### src/rtl/gb_mem_pkg.sv
// rtl/gb_mem_pkg.sv - shared memory-map constants and DMA state encoding
//
// Purpose : constants shared by the MMU and the OAM DMA engine, plus the
//           DMA engine state type.
// Ports   : none (package).
package gb_mem_pkg;

    localparam logic [15:0] DMA_REG_ADDR  = 16'hFF46;
    localparam logic [15:0] OAM_BASE      = 16'hFE00;
    localparam int          OAM_LEN_C     = 160;
    // The MMU treats this address on the DMA port as "no DMA in progress".
    localparam logic [15:0] BUS_IDLE_ADDR = 16'hFFFF;

    typedef enum logic [2:0] {
        IDLE,
        DELAY,
        RD,
        LATCH,
        WR
    } dma_state_t;

endpackage

### src/rtl/oam_dma_engine.sv
// rtl/oam_dma_engine.sv - OAM DMA controller owning the 0xFF46 register
//
// Purpose : on each CPU write to 0xFF46 copies OAM_LEN bytes from
//           {src_hi, 8'h00} onward into OAM at 0xFE00, three bus cycles
//           per byte (read address, latch data, write OAM).
// Ports   : clk, rst (async, active-high)
//           mmio_addr/mmio_wdata/mmio_we/mmio_rdata : CPU register slave
//           dma_addr/dma_wdata/dma_we/dma_rdata     : bus master to the MMU
//           active : high from the start delay through the final OAM write
module oam_dma_engine
    import gb_mem_pkg::*;
#(
    parameter int START_DELAY = 1,
    parameter int OAM_LEN     = OAM_LEN_C
) (
    input  logic        clk,
    input  logic        rst,
    input  logic [15:0] mmio_addr,
    input  logic [7:0]  mmio_wdata,
    input  logic        mmio_we,
    output logic [7:0]  mmio_rdata,
    output logic [15:0] dma_addr,
    output logic [7:0]  dma_wdata,
    output logic        dma_we,
    input  logic [7:0]  dma_rdata,
    output logic        active
);

    localparam logic [7:0] LAST_IDX   = 8'(OAM_LEN - 1);
    // Only meaningful when START_DELAY > 0; DELAY is never entered otherwise.
    localparam logic [7:0] DELAY_LAST = 8'((START_DELAY > 0) ? (START_DELAY - 1) : 0);

    dma_state_t state_q, state_d;
    logic [7:0] dma_reg_q, dma_reg_d;
    logic [7:0] src_hi_q, src_hi_d;
    logic [7:0] byte_idx_q, byte_idx_d;
    logic [7:0] data_latch_q, data_latch_d;
    logic [7:0] delay_cnt_q, delay_cnt_d;

    logic       reg_wr;
    logic [7:0] eff_src;

    assign reg_wr = mmio_we && (mmio_addr == DMA_REG_ADDR);

    // Sources at 0xE0 and above fall in echo RAM; fold them back onto WRAM.
    assign eff_src = (mmio_wdata >= 8'hE0) ? (mmio_wdata - 8'h20) : mmio_wdata;

    assign mmio_rdata = (mmio_addr == DMA_REG_ADDR) ? dma_reg_q : 8'hFF;

    always_ff @(posedge clk or posedge rst) begin
        if (rst) begin
            state_q      <= IDLE;
            dma_reg_q    <= 8'hFF;
            src_hi_q     <= 8'h00;
            byte_idx_q   <= 8'h00;
            data_latch_q <= 8'h00;
            delay_cnt_q  <= 8'h00;
        end else begin
            state_q      <= state_d;
            dma_reg_q    <= dma_reg_d;
            src_hi_q     <= src_hi_d;
            byte_idx_q   <= byte_idx_d;
            data_latch_q <= data_latch_d;
            delay_cnt_q  <= delay_cnt_d;
        end
    end

    always_comb begin
        state_d      = state_q;
        dma_reg_d    = dma_reg_q;
        src_hi_d     = src_hi_q;
        byte_idx_d   = byte_idx_q;
        data_latch_d = data_latch_q;
        delay_cnt_d  = delay_cnt_q;

        case (state_q)
            IDLE: ;
            DELAY: begin
                if (delay_cnt_q == DELAY_LAST) begin
                    state_d = RD;
                end else begin
                    delay_cnt_d = delay_cnt_q + 8'd1;
                end
            end
            RD:    state_d = LATCH;
            LATCH: begin
                // Synchronous RAM: data for the address presented in RD is
                // on dma_rdata during this cycle.
                data_latch_d = dma_rdata;
                state_d      = WR;
            end
            WR: begin
                if (byte_idx_q == LAST_IDX) begin
                    byte_idx_d = 8'h00;
                    state_d    = IDLE;
                end else begin
                    byte_idx_d = byte_idx_q + 8'd1;
                    state_d    = RD;
                end
            end
            default: state_d = IDLE;
        endcase

        // A register write restarts from byte 0 in any state. The bus outputs
        // of the current cycle are unaffected, so a final WR still lands.
        if (reg_wr) begin
            dma_reg_d   = mmio_wdata;
            src_hi_d    = eff_src;
            byte_idx_d  = 8'h00;
            delay_cnt_d = 8'h00;
            state_d     = (START_DELAY == 0) ? RD : DELAY;
        end
    end

    // Bus outputs decode straight from the state so an asynchronous reset
    // releases the bus immediately.
    always_comb begin
        dma_addr  = BUS_IDLE_ADDR;
        dma_wdata = 8'h00;
        dma_we    = 1'b0;
        case (state_q)
            RD, LATCH: dma_addr = {src_hi_q, byte_idx_q};
            WR: begin
                dma_addr  = OAM_BASE + {8'h00, byte_idx_q};
                dma_wdata = data_latch_q;
                dma_we    = 1'b1;
            end
            default: ;
        endcase
    end

    assign active = (state_q != IDLE);

endmodule

### config.mk
export PLATFORM = sky130hd
export DESIGN_NAME = oam_dma_engine
export DESIGN_NICKNAME = d
export VERILOG_FILES = /design/src/rtl/gb_mem_pkg.sv /design/src/rtl/oam_dma_engine.sv
export SDC_FILE = /design/constraint.sdc
export NUM_CORES = 1
export LEC_CHECK = 0
export ABC_AREA = 0
export CAP_MARGIN = 20
export CORE_ASPECT_RATIO = 1.25
export CORE_MARGIN = 1.5
export CORE_UTILIZATION = 42
export CTS_BUF_LIST = sky130_fd_sc_hd__clkbuf_16
export DETAILED_ROUTE_END_ITERATION = 8
export PLACE_DENSITY_LB_ADDON = 0.12
export REMOVE_ABC_BUFFERS = 1
export SYNTH_ARGS = -nofsm -noshare
export SYNTH_HDL_FRONTEND = slang
export SYNTH_SLANG_ARGS = --single-unit
### constraint.sdc
create_clock -name clk -period 1.8 [get_ports clk]
set_clock_uncertainty 0.05 [all_clocks]
set_input_delay 0.18 -clock clk [delete_from_list [all_inputs] [get_ports clk]]
set_output_delay 0.18 -clock clk [all_outputs]
set_load 0.01 [all_outputs]
==> results of run 1 <==
[stage by stage]
| step | cell area (sq um) | setup slack, ns | instances | hold slack (ns) | TNS (ns) |
|---|---|---|---|---|---|
| floorplan | 2190 | -0.697 | 201 | 0.267 | -10.76 |
| CTS | 3340 | -0.141 | 368 | 0.228 | -1.52 |
| finish | 3460 | -0.129 | 368 | 0.210 | -1.60 |
| detailed placement | 3110 | -0.643 | 351 | 0.436 | -21.44 |
| global placement | 3110 | -0.605 | 351 | 0.428 | -20.16 |
| global route | 3460 | -0.184 | 368 | 0.248 | -3.28 |
[logic make-up after synthesis]
group | Yosys count | share of synthesized area [%]
flops | 43 | 48.5
fa+ha+maj | 4 | 2.24
compound gates | 19 | 5.37
simple gates | 92 | 24.3
buf+inv | 16 | 3.47
mux | 24 | 12.1
xor+xnor | 10 | 3.91
[worst max path at each step]
stage / startpoint / end / slack [ns] / depth (start not counted)
final: state_q[0] / dma_wdata[3] / -0.13 / 7
after global placement: mmio_addr[5] / mmio_rdata[5] / -0.60 / 6
after detailed placement: mmio_addr[5] / mmio_rdata[0] / -0.64 / 6
after global routing: mmio_addr[5] / mmio_rdata[0] / -0.18 / 7
after floorplan: mmio_addr[5] / src_hi_q[5] / -0.70 / 4
after CTS: mmio_addr[7] / mmio_rdata[0] / -0.14 / 7
[cells in the mapped netlist, types with 2 or more instances]
library cell / instances
a211oi_1: 2
a21oi_1: 6
a311oi_1: 2
a31oi_1: 4
and2_1: 9
buf_2: 2
buf_4: 2
clkbuf_1: 2
dfrtp_1: 35
dfstp_2: 8
ha_1: 4
inv_1: 8
mux2_2: 21
mux2i_1: 2
nand2_1: 10
nand2b_1: 9
nand3_1: 3
nand4_1: 8
nand4bb_1: 2
nor2_1: 18
nor2b_1: 3
nor3_1: 3
o21ai_0: 3
or2_2: 9
or2b_1: 7
or3b_1: 2
xnor2_1: 6
xor2_1: 4
[final cells by class]
type / count / area (sq um) / area share (%)
sequential: 43 / 1090 / 31.3
inverter: 9 / 33.8 / 0.975
tap: 62 / 77.6 / 2.24
timing repair buffer: 97 / 925 / 26.7
clock inverter: 3 / 38.8 / 1.12
clock buffer: 5 / 125 / 3.61
multi-input combinational: 149 / 1180 / 34.0
[worst max-delay path, cell delays in order (launching register included)]
cell and delay [ns]:
dfrtp_1 0.38, or3b_4 0.41, inv_2 0.09, buf_6 0.12, buf_8 0.11, buf_6 0.09
and2_4 0.13, buf_6 0.09
[power groups by stage]
stage	combinational, mW	sequential [mW]	clock, mW
after global placement	0.130	1.00	0
after global routing	0.145	0.988	1.08
after detailed placement	0.133	1.00	0
final	0.131	0.987	1.00
after floorplan	0.0374	1.00	0
after CTS	0.133	0.986	1.03
[sequential cells by signal (all words and copies together), names as in the netlist]
name	cells
dma_reg_q	8
state_q	3
byte_idx_q	8
data_latch_q	8
delay_cnt_q	8
src_hi_q	8
[metal layers]
layer	track usage (%)	up-vias	wire length (um)
li1	-	911	-
met1	26.6	925	2310
met2	33.8	50	2740
met3	3.75	11	223
met4	7.09	0	102
met5	0	-	0
[timing repair]
item,in CTS,in global routing
pin swaps,10,9
endpoints found under the setup margin,69,73
setup buffers,10,0
gates resized for setup,156,34
gates cloned,1,0
==> impl_results.md, run 1 <==
* Clk Latency, worst-skew pair at 0.28 ns
* Flop2flop setup slack at -0.10 ns
* CORE AREA at 5120 sq um
* Util after Layout at 67.7%
* Clock share of power at 47.3%
* Post-synthesis register bit count at 43
* Crit. End Element: output port
* First-pass GRT wire length at 9070 um
* Post-layout minimum cycle time at 1.93 ns
* Clock tree buffer depth at 2
* Worst-path clk slew at 0.06 ns
* Share of cells above drive strength 1 at 41.2%
* RSZ-0062 raised after global routing: yes
* Ports at 69
* Synth unique cells at 42
* Synth area leaders: dfrtp_1 (39%), mux2_2 (11%), dfstp_2 (9.4%), nor2_1 (3.0%), and2_1 (2.5%)
* Actual slew at the worst max-slew pin at 0.402 ns
* Worst VDD drop at 0.000392 V
* Final Worst Setup Slack at -0.129 ns
* Failing checks: negative setup slack
* Syn avg cell area at 10.8 sq um
* Die area at 5780 sq um
* DRT Pass-1 Iters at 4
* ANT nets after route at 0
* Ys flop type: dfrtp_1
* Die width at 68.3 um
* Final worst-path cycle share at 107%
* Inserted Clock Buffers at 5
* Worst EP required at 1.57 ns
* Final slew viol count at 0
* Final wirelength at 5380 um
* Status: complete, but fails checks
* Pleak at 1.54 nW
* HP Class: input pin to asynchronous set/reset pin
* Mapped Cells at 208
* Vias in the first global route at 1968
* Arr. time, crit path at 1.70 ns
* Post-synth top area share at 39.1%
* Initial DRC Count at 74
* P&R area growth vs syn at 54.9%
* Post-cts hold buffer count at 0
* Part of the power in combinational logic at 6.2%
* Power Dens Cells at 613 nW/um^2
* DR WL/cell at 14.6 um
* P_sw at 0.415 mW
* Post-synth EDFFs at 0
* Seq pwr share at 46.5%
* Clock Tree Root: clkbuf_16
* Async set-reset flop share out of synthesis at 100%
* Total power at 2.12 mW
* Initial core utilization at 43.7%
* Max Fclk at 0.518 GHz
* Post-synthesis sequential area ratio at 48.5%
* Port bufs at 68
* Final setup viols at 22
* Clock sink count at 43
* CTS tree: built
* Commonest non-fill, non-tap cells in the layout: dfrtp_1 (35), buf_6 (23), clkdlybuf4s50_1 (22), mux2_2 (18), nor2_1 (17)
* Synthesized area at 2240 sq um
* Cell accounting for the most synthesized area: dfrtp_1
* Max FO, Critical Path at 5
* Grt ovf at 0
* # diodes at 0
* Startpoint Class: register
* Final net count at 344
* GRT Overall Usage at 20.5%
* DPL Wire Length at 3520 um
* FF-to-FF End: byte_idx_q[5]
* Vias per cell at 5.15
* FILL cells at 420
* Yosys warnings at 0
* Die Y at 84.6 um
* Max-cap violations at 0
* Commonest non-fill, non-tap cell in the layout: dfrtp_1
* Final Hold Viols at 0
* Internal Pwr Total at 1.71 mW
* Rows at 29
* Reg2reg start: state_q[0]
* Sw frac at 19.5%
* Max H-tree Level at 2
* Post-route DRC at 0
* Largest net degree at the start of global routing at 44
* Slew headroom at 73.2%
* Vias at 1897
* Critical path type: register to output port
* R2R cell count at 8
* Initial antenna violation count at 0
* RePlAce Congestion at 0.771
Power figures use the tool's default switching activity.
==> run 2, diff against run 1 <==
--- a/config.mk
+++ b/config.mk
@@ -9,9 +9,10 @@
 export CAP_MARGIN = 20
 export CORE_ASPECT_RATIO = 1.25
 export CORE_MARGIN = 1.5
-export CORE_UTILIZATION = 42
+export CORE_UTILIZATION = 50
 export CTS_BUF_LIST = sky130_fd_sc_hd__clkbuf_16
 export DETAILED_ROUTE_END_ITERATION = 8
+export GPL_TIMING_DRIVEN = 0
 export PLACE_DENSITY_LB_ADDON = 0.12
 export REMOVE_ABC_BUFFERS = 1
 export SYNTH_ARGS = -nofsm -noshare
==> constraint.sdc (replaced) <==
create_clock -name clk -period 2.3 [get_ports clk]
set_clock_uncertainty 0.05 [all_clocks]
set_input_delay 0.23 -clock clk [delete_from_list [all_inputs] [get_ports clk]]
set_output_delay 0.23 -clock clk [all_outputs]
set_load 0.01 [all_outputs]
==> run 2 against run 1 <==
Compared with the run above: the flow now finishes without violations; hold slack lost 0.087 ns; total power shrank 22%; clock power shrank 22%; wire length shrank 7.8%; via count shrank 3.0%; sequential cell count is the same; sequential share of layout area grew 2.5 points; global-route usage grew 1.9 points; clock-buffer cell count is the same; critical endpoint is now dma_wdata[1].
==> impl_results.md, run 2 (synthesis results as in run 1) <==
* Arr. time, crit path at 1.94 ns (was 1.70 ns)
* Critical path type: register to output port (unchanged)
* Rows at 27 (was 29)
* Cells along the critical path: or3b_4 > inv_8 > and2_1 > clkdlybuf4s50_1 (was or3b_4 > inv_2 > buf_6 > buf_8 > buf_6 > and2_4 > buf_6)
* Vias at 1840 (was 1897)
* Clock tree buffer depth at 2 (unchanged)
* Max-cap violations at 0 (unchanged)
* Startpoint Class: register (unchanged)
* HP Class: input pin to asynchronous set/reset pin (unchanged)
* Util after Layout at 73.9% (was 67.7%)
* Final worst-path cycle share at 96.6%
* CORE AREA at 4360 sq um (was 5120 sq um)
* Initial core utilization at 51.3% (was 43.7%)
* Worst EP required at 2.02 ns (was 1.57 ns)
* CTS tree: built (unchanged)
* Clk Latency, worst-skew pair at 0.28 ns (about the same)
* Max H-tree Level at 2 (unchanged)
* Hold WS at 0.123 ns (was 0.210 ns)
* Share of cells above drive strength 1 at 27.5% (was 41.2%)
* Fin area at 3220 sq um (was 3460 sq um)
* Final setup viols at 0 (was 22)
* Ports at 69 (unchanged)
* GRT Overall Usage at 22.4% (was 20.5%)
* Max FO, Critical Path at 19 (was 5)
* Final wirelength at 4960 um (was 5380 um)
* ANT nets after route at 0 (unchanged)
* Final Hold Viols at 0 (unchanged)
* Placed inst area at 2980 sq um (was 3110 sq um)
* Max Fclk at 0.450 GHz
* Post-layout minimum cycle time at 2.22 ns
* Commonest non-fill, non-tap cells in the layout: clkdlybuf4s50_1 (52), dfrtp_1 (32), mux2_2 (21), nor2_1 (18), buf_4 (12) (was dfrtp_1 (35), buf_6 (23), clkdlybuf4s50_1 (22), mux2_2 (18), nor2_1 (17))
* Worst VDD drop at 0.000467 V (was 0.000392 V)
* Final net count at 329 (was 344)
* Vias in the first global route at 1970 (was 1968)
* Worst-path clk slew at 0.06 ns (about the same)
* RePlAce Congestion at 0.793 (was 0.771)
* Reg2reg start: delay_cnt_q[0] (was state_q[0])
* Power Dens Cells at 515 nW/um^2 (was 613 nW/um^2)
* Die Y at 77.8 um (was 84.6 um)
* DPL Wire Length at 3490 um (was 3520 um)
* Pleak at 1.35 nW (was 1.54 nW)
* Grt ovf at 0 (unchanged)
* Commonest non-fill, non-tap cell in the layout: clkdlybuf4s50_1 (was dfrtp_1)
* Initial antenna violation count at 0 (unchanged)
* Die area at 4890 sq um (was 5780 sq um)
* Critical Path Source: state_q[1] (was state_q[0])
* Clock sink count at 43 (unchanged)
* Post-route DRC at 0 (unchanged)
* DRT Pass-1 Iters at 4 (unchanged)
* FILL cells at 318 (was 420)
* DR WL/cell at 14.2 um (was 14.6 um)
* First-pass GRT wire length at 8720 um (was 9070 um)
* P&R area growth vs syn at 44.0% (was 54.9%)
* Status: finished, final reports clean (was complete, but fails checks)
* Post-cts hold buffer count at 0 (unchanged)
* Slowest cell on the critical path: clkdlybuf4s50_1 (was or3b_4)
* Setup TNS at 0 ns (was -1.60 ns)
* Clock Tree Root: clkbuf_16 (unchanged)
* Vias per cell at 5.27 (was 5.15)
* Actual slew at the worst max-slew pin at 0.650 ns (was 0.402 ns)
* Die width at 62.8 um (was 68.3 um)
* Port bufs at 68 (unchanged)
* Inserted Clock Buffers at 5 (unchanged)
* Final slew viol count at 0 (unchanged)
* Total power at 1.66 mW (was 2.12 mW)
* Slew headroom at 56.1% (was 73.2%)
* Largest net degree at the start of global routing at 37 (was 44)
* Crit. End Element: output port (unchanged)
* Slowest stage delay, CP at 0.56 ns (was 0.41 ns)
* Initial DRC Count at 116 (was 74)
* # diodes at 0 (unchanged)
* RSZ-0062 raised after global routing: no (was yes)
## run 2: cell types whose count changed in the layout (fill, tap and decap cells not counted), moves of 3 or more
cell,before,now
buf_6,23,0
buf_2,15,8
dfrtp_2,0,3
and2_1,2,9
and2_4,8,1
dfrtp_1,35,32
mux2_4,4,1
dlymetal6s2s_1,4,0
mux2_2,18,21
buf_4,16,12
clkdlybuf4s50_1,22,52
## run 2: per-stage QoR
stage	setup WS, ns	std cells
2_1_floorplan	-0.247	201
3_3_place_gp	-1.20	327
3_5_place_dp	-1.04	329
4_1_cts	-0.0525	347
5_1_grt	0.00210	349
6_report	0.0791	349
## run 2: repair_timing
action                     4_1_cts  5_1_grt
gates resized for setup         55        0
setup buffers                   10        2
setup endpoints to repair       66       11
pin swaps                        3        1
## run 2: final timing paths
kind / slack [ns] / to / depth (start not counted)
max in group asynchronous: 1.57 / dma_reg_q[1] / 3
worst min register to register: 0.45 / dma_reg_q[0] / 2
worst max-delay path: 0.08 / dma_wdata[1] / 4
worst max register to register: 0.40 / delay_cnt_q[0] / 6
worst min-delay path: 0.12 / src_hi_q[5] / 2
min in group clk: 0.45 / dma_reg_q[0] / 2
## run 2: layout make-up
class	instances	area (sq um)	share of cell area, %
well taps	58	72.6	2.25
clock buffers	5	125	3.88
repair buffers	82	756	23.5
inverters	9	41.3	1.28
flip-flops and latches	43	1090	33.8
clock inverters	3	38.8	1.20
multi-input cells	149	1100	34.1
## run 2: critical path: cells and delay by family, from the launching register on
| kind | cells | cell delay [ns] |
|---|---|---|
| AND/OR/NAND/NOR | 2 | 0.57 |
| flip-flops | 1 | 0.41 |
| buffers and inverters | 2 | 0.68 |
## run 2: where the power goes
part | leakage [nW] | internal [mW] | switching, mW
sequential | 0.460 | 0.767 | 0.00632
clock | 0.0812 | 0.506 | 0.277
combinational | 0.810 | 0.0665 | 0.0366
## run 2: layer usage
| layer | up-vias | routed length, um | track usage [%] |
|---|---|---|---|
| met5 | - | 0 | 0 |
| met4 | 0 | 72 | 9.11 |
| met1 | 891 | 2040 | 27.3 |
| met2 | 62 | 2590 | 38.4 |
| li1 | 880 | - | - |
| met3 | 7 | 262 | 5.07 |
==> run 3, diff against run 2 <==
==> constraint.sdc (replaced) <==
create_clock -name clk -period 2.8 [get_ports clk]
set_clock_uncertainty 0.05 [all_clocks]
set_input_delay 0.28 -clock clk [delete_from_list [all_inputs] [get_ports clk]]
set_output_delay 0.28 -clock clk [all_outputs]
set_load 0.01 [all_outputs]
==> run 3 against run 2 <==
Compared with the run above: sequential share of layout area is 0.15 points higher; non-clock buffer count is 8 lower; largest cell class unchanged; critical path depth is 1 higher; final area is 0.78% lower; core utilization is 0.57 points lower; global-route usage is 0.72 points lower; first-iteration DRC count is 0.86% lower; register-to-register slack better by 0.48 ns.
==> impl_results.md, run 3 (synthesis results as in run 1) <==
* Actual slew at the worst max-slew pin at 0.653 ns (was 0.650 ns)
* Commonest non-fill, non-tap cells in the layout: clkdlybuf4s50_1 (66), dfrtp_1 (35), mux2_2 (21), nor2_1 (18) (was clkdlybuf4s50_1 (52), dfrtp_1 (32), mux2_2 (21), nor2_1 (18), buf_4 (12))
* Share of cells above drive strength 1 at 21.2% (was 27.5%)
* Vias in the first global route at 1886 (was 1970)
* Max H-tree Level at 2 (unchanged)
* Vias at 1789 (was 1840)
* Post-layout minimum cycle time at 2.67 ns
* Crit. End Element: output port (unchanged)
* Initial core utilization at 51.3% (unchanged)
* # diodes at 0 (unchanged)
* Worst-path clk slew at 0.06 ns (about the same)
* CORE AREA at 4360 sq um (unchanged)
* Final Hold Viols at 0 (unchanged)
* Cell family with most CP delay: simple AND/OR/NAND/NOR gates (was buffers and inverters)
* Seq pwr share at 46.6% (about the same)
* Slew headroom at 55.9% (was 56.1%)
* Max Fclk at 0.374 GHz
* Die Y at 77.8 um (unchanged)
* Arr. time, crit path at 2.34 ns (was 1.94 ns)
* Max FO, Critical Path at 19 (unchanged)
* Slowest stage delay, CP at 0.49 ns (was 0.56 ns)
* First-pass GRT wire length at 8420 um (was 8720 um)
* Grt ovf at 0 (unchanged)
* Clock Tree Root: clkbuf_16 (unchanged)
* P&R area growth vs syn at 42.9% (was 44.0%)
* RSZ-0062 raised after global routing: no (unchanged)
* Initial DRC Count at 115 (was 116)
* Ports at 69 (unchanged)
* Status: finished, final reports clean (unchanged)
* Die width at 62.8 um (unchanged)
* Max-cap violations at 0 (unchanged)
* Final setup viols at 0 (unchanged)
* Clk Latency, worst-skew pair at 0.28 ns (about the same)
* Vias per cell at 5.25 (was 5.27)
* Post-cts hold buffer count at 0 (unchanged)
* Cells along the critical path: or3b_4 > inv_4 > nor2_1 > or2_2 > clkdlybuf4s50_1 (was or3b_4 > inv_8 > and2_1 > clkdlybuf4s50_1)
* Crit path buf inv count at 2 (unchanged)
* Part of the power in combinational logic at 6.2% (about the same)
* Startpoint Class: register (unchanged)
* DR WL/cell at 14.0 um (was 14.2 um)
* GRT Overall Usage at 21.7% (was 22.4%)
* Rows at 27 (unchanged)
* ANT nets after route at 0 (unchanged)
* Die area at 4890 sq um (unchanged)
* Final worst-path cycle share at 95.5%
* P_sw at 0.263 mW (was 0.320 mW)
* Final wirelength at 4790 um (was 4960 um)
* RePlAce Congestion at 0.793 (unchanged)
* CTS tree: built (unchanged)
* Final slew viol count at 0 (unchanged)
* Clock tree buffer depth at 2 (unchanged)
* Clock sink count at 43 (unchanged)
* Internal Pwr Total at 1.10 mW (was 1.34 mW)
* Post-route insts no fill at 341 (was 349)
* Fin area at 3200 sq um (was 3220 sq um)
* Slowest cell on the critical path: clkdlybuf4s50_1 (unchanged)
* DPL Wire Length at 3490 um (unchanged)
* Largest net degree at the start of global routing at 37 (unchanged)
* DRT Pass-1 Iters at 4 (unchanged)
* Placed Cells at 329 (unchanged)
* Placed inst area at 2980 sq um (unchanged)
* Sw frac at 19.3% (about the same)
* Post-route DRC at 0 (unchanged)
* Pleak at 1.34 nW (was 1.35 nW)
* Power Dens Cells at 427 nW/um^2 (was 515 nW/um^2)
* Inserted Clock Buffers at 5 (unchanged)
* Critical path type: register to output port (unchanged)
* Initial antenna violation count at 0 (unchanged)
* Final net count at 321 (was 329)
* Commonest non-fill, non-tap cell in the layout: clkdlybuf4s50_1 (unchanged)
* Port bufs at 68 (unchanged)
* Clock share of power at 47.2% (about the same)
* Worst EP required at 2.47 ns (was 2.02 ns)
* HP Class: input pin to asynchronous set/reset pin (unchanged)
* Total power at 1.36 mW (was 1.66 mW)
* Worst VDD drop at 0.000354 V (was 0.000467 V)
==> run 3: changes by cell type in the layout (fill, tap and decap cells not counted), moves of 2 or more <==
cell and change:
dlymetal6s2s_1 +2, dfrtp_2 -3, buf_4 -8, buf_2 -8, dfrtp_1 +3, dlygate4sd2_1 -8
clkdlybuf4s50_1 +14
==> run 3: layer usage <==
metal	vias to the layer above	track usage, %	share of wire (%)
met4	0	7.78	1.5
met5	-	0	0
met2	50	37.0	52
li1	865	-	-
met3	7	5.07	4.8
met1	867	26.9	42
==> run 3: path summary, 6_finish.rpt <==
path | start | endpoint | depth (start not counted) | slack [ns]
setup / recovery | state_q[0] | dma_addr[4] | 5 | 0.13
hold / removal | rst | src_hi_q[5] | 2 | 0.17
setup reg to reg | delay_cnt_q[0] | delay_cnt_q[1] | 6 | 0.88
hold reg to reg | data_latch_q[3] | data_latch_q[3] | 1 | 0.45
max in group asynchronous | rst | dma_reg_q[1] | 3 | 2.02
min in group clk | data_latch_q[3] | data_latch_q[3] | 1 | 0.45
==> run 3: area by class of cell <==
type,instances,area (sq um)
Clock buffer,5,125
Clock inverter,3,38.8
Fill cell,319,1160
Inverter,9,36.3
Multi-Input combinational cell,149,1090
Sequential cell,43,1090
Tap cell,58,72.6
Timing Repair Buffer,74,747
==> run 3: what timing repair did <==
item	CTS	global route
setup endpoints to repair	27	19
buffers inserted	4	0
hold endpoints to repair	0	0
pin swaps	1	1
resized for setup	4	4
cloned	0	0
==> run 3: worst reg2reg max path, cell delays in order (launching register included) <==
cell	delay [ns]
dfrtp_1	0.45
inv_1	0.09
ha_1	0.14
nor4b_1	0.55
a211oi_1	0.26
mux2i_1	0.20
nor2_1	0.05
==> run 3: power by group through the flow <==
stage          clock [mW]  sequential (mW)  combinational, mW
5_1_grt             0.686            0.636             0.0930
4_1_cts             0.657            0.635             0.0859
3_5_place_dp            0            0.646             0.0846
6_report            0.644            0.635             0.0845
3_3_place_gp            0            0.645             0.0780
2_1_floorplan           0            0.644             0.0240
==> run 3: stage by stage <==
step	setup slack (ns)	util (%)	hold slack, ns	TNS (ns)
final	0.125	73.4	0.173	0
after global routing	0.00911	73.4	0.194	0
after CTS	0.0272	73.1	0.176	0
after detailed placement	-0.592	68.3	0.436	-7.72
after global placement	-0.753	67.6	0.419	-12.73
after floorplan	0.203	-	0.367	0
